<file path="config.mk">
export PLATFORM = sky130hd
export DESIGN_NAME = bit_serial_adder
export DESIGN_NICKNAME = d
export VERILOG_FILES = /design/src/rtl/bit_serial_adder_pkg.sv /design/src/rtl/bit_serial_adder_fa_cell.sv /design/src/rtl/bit_serial_adder.sv
export SDC_FILE = /design/constraint.sdc
export NUM_CORES = 1
export LEC_CHECK = 0
export BUFFER_PORTS_ARGS = -buffer_cell sky130_fd_sc_hd__buf_4
export CAP_MARGIN = 40
export CORE_MARGIN = 1
export CORE_UTILIZATION = 45
export CTS_CLUSTER_DIAMETER = 200
export DETAILED_ROUTE_END_ITERATION = 12
export GPL_TIMING_DRIVEN = 0
export PLACE_DENSITY = 0.74
export SYNTH_ARGS = -nofsm -noshare
export SYNTH_HDL_FRONTEND = slang
export SYNTH_SLANG_ARGS = --single-unit
</file>
<file path="constraint.sdc">
create_clock -name clk -period 1.2 [get_ports clk]
set_clock_uncertainty 0.05 [all_clocks]
set_input_delay 0.06 -clock clk [delete_from_list [all_inputs] [get_ports clk]]
set_output_delay 0.06 -clock clk [all_outputs]
set_load 0.02 [all_outputs]
</file>
<file path="src/rtl/bit_serial_adder_pkg.sv">
// Shared definitions for the bit-serial adder: FSM state encoding and default width.
package adder_defs;

   localparam int ADD_W = 4;

   typedef enum logic [1:0] {
      ST_IDLE = 2'd0,
      ST_RUN  = 2'd1,
      ST_DONE = 2'd2
   } state_t;

endpackage

</file>
<file path="src/rtl/bit_serial_adder_fa_cell.sv">
// One-bit full adder; the only arithmetic in the bit-serial adder.
module fa_cell (
   input  logic a,
   input  logic b,
   input  logic ci,
   output logic s,
   output logic co
);

   assign s  = a ^ b ^ ci;
   assign co = (a & b) | (ci & (a ^ b));

endmodule

</file>
<file path="src/rtl/bit_serial_adder.sv">
// W-bit adder that streams operands LSB-first through a single full-adder cell,
// one bit per clock, behind valid/ready handshakes on both sides.
module bit_serial_adder
   import adder_defs::*;
#(
   parameter int W     = ADD_W,
   parameter int CNT_W = ($clog2(W) > 0) ? $clog2(W) : 1
) (
   input  logic         clk,
   input  logic         rst_n,
   input  logic         in_valid,
   output logic         in_ready,
   input  logic [W-1:0] a,
   input  logic [W-1:0] b,
   input  logic         cin,
   output logic         out_valid,
   input  logic         out_ready,
   output logic [W-1:0] sum,
   output logic         cout,
   output logic         busy
);

   localparam logic [CNT_W-1:0] CNT_LAST = CNT_W'(W - 1);

   state_t           state, state_nxt;
   logic [W-1:0]     a_sr, b_sr, sum_sr, sum_nxt;
   logic             c_q;
   logic [CNT_W-1:0] cnt;
   logic             s, co;

   fa_cell u_fa (
      .a  (a_sr[0]),
      .b  (b_sr[0]),
      .ci (c_q),
      .s  (s),
      .co (co)
   );

   always_ff @(posedge clk or negedge rst_n) begin
      if (!rst_n) state <= ST_IDLE;
      else        state <= state_nxt;
   end

   always_comb begin
      state_nxt = state;
      case (state)
         ST_IDLE: if (in_valid)        state_nxt = ST_RUN;
         ST_RUN:  if (cnt == CNT_LAST) state_nxt = ST_DONE;
         ST_DONE: if (out_ready)       state_nxt = ST_IDLE;
         default:                      state_nxt = ST_IDLE;
      endcase
      // New sum bit enters at the MSB so that after W shifts bit 0 sits at the LSB.
      sum_nxt        = sum_sr >> 1;
      sum_nxt[W-1]   = s;
   end

   always_ff @(posedge clk or negedge rst_n) begin
      if (!rst_n) begin
         a_sr   <= '0;
         b_sr   <= '0;
         sum_sr <= '0;
         c_q    <= 1'b0;
         cnt    <= '0;
      end else begin
         case (state)
            ST_IDLE: if (in_valid) begin
               a_sr   <= a;
               b_sr   <= b;
               c_q    <= cin;
               sum_sr <= '0;
               cnt    <= '0;
            end
            ST_RUN: begin
               a_sr   <= a_sr >> 1;
               b_sr   <= b_sr >> 1;
               sum_sr <= sum_nxt;
               c_q    <= co;
               cnt    <= cnt + 1'b1;
            end
            default: ;
         endcase
      end
   end

   assign in_ready  = (state == ST_IDLE);
   assign busy      = (state == ST_RUN);
   assign out_valid = (state == ST_DONE);
   assign sum       = sum_sr;
   assign cout      = c_q;

endmodule

</file>
# Word level (Yosys, flattened, before mapping)
# Index checks and enable logic that the tools add are counted.
[totals] register_bits=17 inputBits=13 output_inout_bits=8
[op_classes] n_addsub=1 n_eq_ne=6 mux=14 bitwise_logic=5 n_reduce_logical=4
[ops] cell="$pmux 4 s2" count=3
[ops] cell="$mux 4" count=3
[ops] cell="$mux 2" count=4
[ops] cell="$pmux 2 s3" count=1
[ops] cell="$eq 2x2->1 const B" count=2
[ops] cell="$ne 2x1->1 const B" count=2
[ops] cell="$pmux 2 s2" count=1
[ops] cell="$reduce_and 3->1" count=1
[ops] cell="$add 2x1->2 const B" count=1
[ops] cell="$and 1x1->1" count=2
[ops] cell="$eq 2x1->1 const B" count=1
[ops] cell="$logic_not 2->1" count=1
[ops] cell="$ne 2x2->1 const B" count=1
[ops] cell="$pmux 1 s2" count=1
[ops] cell="$reduce_and 2->1" count=1
[ops] cell="$reduce_bool 2->1" count=1
[ops] cell="$xor 1x1->1" count=2
[ops] cell="$mux 1" count=1
[ops] cell="$or 1x1->1" count=1

# Longest topological paths before layout
[logic_depth] depth_word=4 depth_mapped=5

# Hierarchy
# Synthesis repeated with hierarchy kept, for this count alone.
[unflattened] cells_unflattened=72 area_unflattened_um2=802.0
[by_module_without_submodules] module="bit_serial_adder" n_inst=1 cells_per_inst=71 area_per_inst_um2=782.0 seq_area_each_um2=425.4
[by_module_without_submodules] module="fa_cell" n_inst=1 cells_per_inst=1 area_per_inst_um2=20.0 seq_area_each_um2=0.0

# Worst setup path after synthesis
# OpenSTA, ideal clock, no wires.
[synth_path] path_kind="register to register" from="reg c_q, in the netlist cout" to="reg c_q, in the netlist cout" arrival_time_ps=1203 t_required_ps=1056 slack_ps=-147 stages_incl_launch_ff=4 n_path_buf=0 period_less_slack_ps=1347 path_cell_list="dfrtp_1 inv_1 fa_1 a221oi_2"
[synth_via] elab_chain_len=3
[synth_lines] element="start, declared" line="bit_serial_adder.sv:27" rtl="logic c_q;"
[synth_lines] element="start signal, assigned" line="bit_serial_adder.sv:69" rtl="c_q <= cin;"
[synth_lines] element="start signal, assigned" line="bit_serial_adder.sv:77" rtl="c_q <= co;"
[synth_lines] element="$and 1x1->1" line="bit_serial_adder_fa_cell.sv:11" rtl="assign co = (a & b) | (ci & (a ^ b));"
[synth_lines] element="$or 1x1->1" line="bit_serial_adder_fa_cell.sv:11"
[synth_lines] element="$pmux 1 s2" line="bit_serial_adder.sv:65" rtl="case (state)"
# Every way passes these cells.
# A chain may end at the register's enable or synchronous reset.

# Worst setup path after layout
[layout_path] from="reg state[1]" to="out out_valid"
[layout_via] elab_chain_len=1
[layout_lines] element="start, declared" line="bit_serial_adder.sv:25" rtl="state_t state, state_nxt;"
[layout_lines] element="start signal, assigned" line="bit_serial_adder.sv:41" rtl="else state <= state_nxt;"
[layout_lines] element="$eq 2x2->1" line="bit_serial_adder.sv:87" rtl="assign out_valid = (state == ST_DONE);"
[layout_lines] element="end, declared" line="bit_serial_adder.sv:16" rtl="output logic out_valid,"
# Every way passes these cells.

==> key figures <==
Logic synthesis
  • Syn_nets: 91
  • Sequential cell area fraction in the yosys report: 53.0%
  • Netlist cell types: 23
  • Mapped cell area: 802 sq um
  • Gate Count Post-Synth: 76
  • Syn_area_per_cell: 10.6 sq um
  • #FFs+latches synth: 17
  • Yosys warning count: 0

Cells and area
  • Final net count: 128
  • Final Util: 76.2%
  • Diode count: 0
  • Leading cell type in the layout, fill and taps excluded: buf_4
  • Area added between synthesis and finish: 49.8%
  • Share of cells above drive strength 1: 50.9%
  • Finished Layout Cells: 128
  • Commonest cells after routing, fill and taps aside: buf_4, dfrtp_1, buf_6, a21oi_1, o22ai_2
  • Final instance area: 1200 sq um

Detailed routing
  • DR vias/cell: 5.62
  • DR WL/cell: 15.1 um
  • Antenna-violating nets left: 0
  • DR vias: 719
  • Iter 0 DRT Violations: 12
  • Final WL: 1930 um
  • DR pass1 iterations: 7
  • Remaining DRCs: 0

Timing
  • Final count of pins violating max slew: 0
  • Final setup vio count: 3
  • Final WS setup: -51.2 ps
  • Fin. Hold Viols: 0
  • Slew headroom: 82.5%
  • RSZ-0062 raised after global routing: true
  • Final period util: 104%
  • Min cycle time layout: 1250 ps
  • Max Clk Rate: 799 MHz
  • Tightest Pin Transition: 263 ps
  • Sum Neg Setup Slack: -73.5 ps

Pwr
  • Power per cell area: 2740 nW/um^2
  • PnR Total Power: 3.29 mW
  • Pleak: 0.562 nW
  • Peak supply drop: 1.38 mV

Run
  • Max-cap viol count: 0

Die
  • Std-Cell Rows: 14
  • Die extent in x: 44.2 um
  • Io pins: 21
  • Core area: 1580 sq um
  • Chip Height: 44.2 um
  • Initial core utilization: 50.9%
  • Die area: 1950 sq um

Clock network
  • Clock Tree Root: clkbuf_4
  • CTS tree: done
  • Clock latency on the worst-skew pair: 290 ps
  • Sink Count: 17
  • Clock transition at path regs: 110 ps
  • Worst-case clock buffer depth: 2
  • H-tree depth: 1
  • Number of CTS-inserted buffers: 3

Critical path
  • R2r setup slk: -10 ps
  • Buffers & Inverters on Critical Path: 3
  • CP Class: register to output pin
  • Worst r2r dst: sum[3]
  • Setup crit end: out_valid
  • Required @ worst endpoint: 1090 ps
  • CP Max Fanout: 7
  • Worst setup startpoint: state[1]
  • Levels on crit path: 4
  • CP Launch Type: register
  • Crit-path max cell delay: 380 ps
  • Reg2Reg Depth: 3
  • Nature of the critical path endpoint: output pin
  • Delay-heaviest family, CP: flip-flops
  • R2R Path Start: a_sr[0]
  • Slowest library cell on the worst path: dfrtp_1
  • Critical path cell sequence: buf_6 > clkinvlp_4 > nor2_1 > buf_4
  • Critical path arrival: 1140 ps

GRT
  • Vias in the first global route: 746
  • Largest net degree at the start of global routing: 18
  • Total track usage: 23.4%
  • Overflow left after global routing: 0
  • Global-route wire length before repair: 3260 um
  • Initial antenna violation count: 0

Place
  • PortBufs: 20
  • Routability cong.: 0.736
  • Placed cells: 112
  • Post-DP Area: 978 sq um
  • Hpwl dp: 1150 um

Outcome
  • Failing checks: negative setup slack
  • Status: finished, violations left

Worst hold path
  • Hold WC Path Type: input pin to register
[cell type report]
type / count / area, sq um
Buffer: 3 / 30.0
Fill cell: 108 / 375
Multi-Input combinational cell: 49 / 390
Timing Repair Buffer: 33 / 273
Clock inverter: 1 / 5.00
Sequential cell: 17 / 427
Clock buffer: 3 / 22.5
Inverter: 6 / 33.8
Tap cell: 16 / 20.0
[worst min-delay path, stage by stage]
cell	delay, ps
buf_4	80
o22ai_1	50
a21oi_1	140
[report_power, final]
part | internal (mW) | leakage, nW | switching (mW)
sequential | 0.838 | 0.208 | 0.219
combinational | 0.961 | 0.336 | 0.965
clock | 0.124 | 0.0177 | 0.185
[timing repair]
action,CTS,global route
hold endpoints to repair,20,0
setup endpoints to repair,5,20
hold buffers,4,0
gates resized for setup,12,12
pin swaps,1,4
setup buffers,8,1
[stage by stage]
stage | setup slack [ps] | hold WS [ps]
after CTS | -44.8 | 16.6
after global routing | -106 | 41.1
after floorplan | -1.34 | -286
final | -51.2 | 24.1
after detailed placement | -17.1 | -116
after global placement | -21.1 | -116
[state kept, by name (all words and copies together) (netlist names)]
register and cells:
state 2, cout 1, sum 4, cnt 2, b_sr 4, a_sr 4
[metal layers]
| metal | track usage, % | wire length, um |
|---|---|---|
| met1 | 32.3 | 879 |
| met2 | 37.1 | 968 |
| met3 | 2.45 | 59 |
| met4 | 10.9 | 25 |
| met5 | 0 | 0 |
[cells in the mapped netlist]
master	number	area (sq um)
a221oi_2	1	15.0
nor2_2	1	6.26
a21oi_1	6	30.0
buf_6	1	11.3
dfrtp_1	17	425
o221a_2	1	11.3
nand2b_1	1	6.26
buf_4	2	15.0
o22ai_1	10	62.6
fa_1	1	20.0
inv_1	5	18.8
o31ai_1	1	7.51
nor2_1	5	18.8
ha_1	1	12.5
nand3b_1	1	7.51
nand2b_2	1	8.76
o21ai_0	6	30.0
nor2b_1	2	12.5
buf_2	1	5.00
nand2_1	5	18.8
a22o_1	5	43.8
inv_2	1	3.75
o21bai_2	1	11.3
[kinds of logic after synthesis]
family / Yosys count / synth area share, %
compound gates: 31 / 26.4
fa+ha+maj: 2 / 4.06
simple gates: 16 / 9.83
flops: 17 / 53.0
buf+inv: 10 / 6.71
[worst min path at each step]
| stage | start | to | slack (ps) | cells past startpoint |
|---|---|---|---|---|
| after global routing | a[0] | a_sr[0] | 40 | 3 |
| after CTS | a[0] | a_sr[0] | 20 | 3 |
| after floorplan | rst_n | a_sr[0] | -290 | 0 |
| final | a[0] | a_sr[0] | 20 | 3 |
| after detailed placement | rst_n | a_sr[2] | -120 | 1 |
| after global placement | rst_n | a_sr[1] | -120 | 1 |
Note: power is estimated with default switching activity, not from simulation.
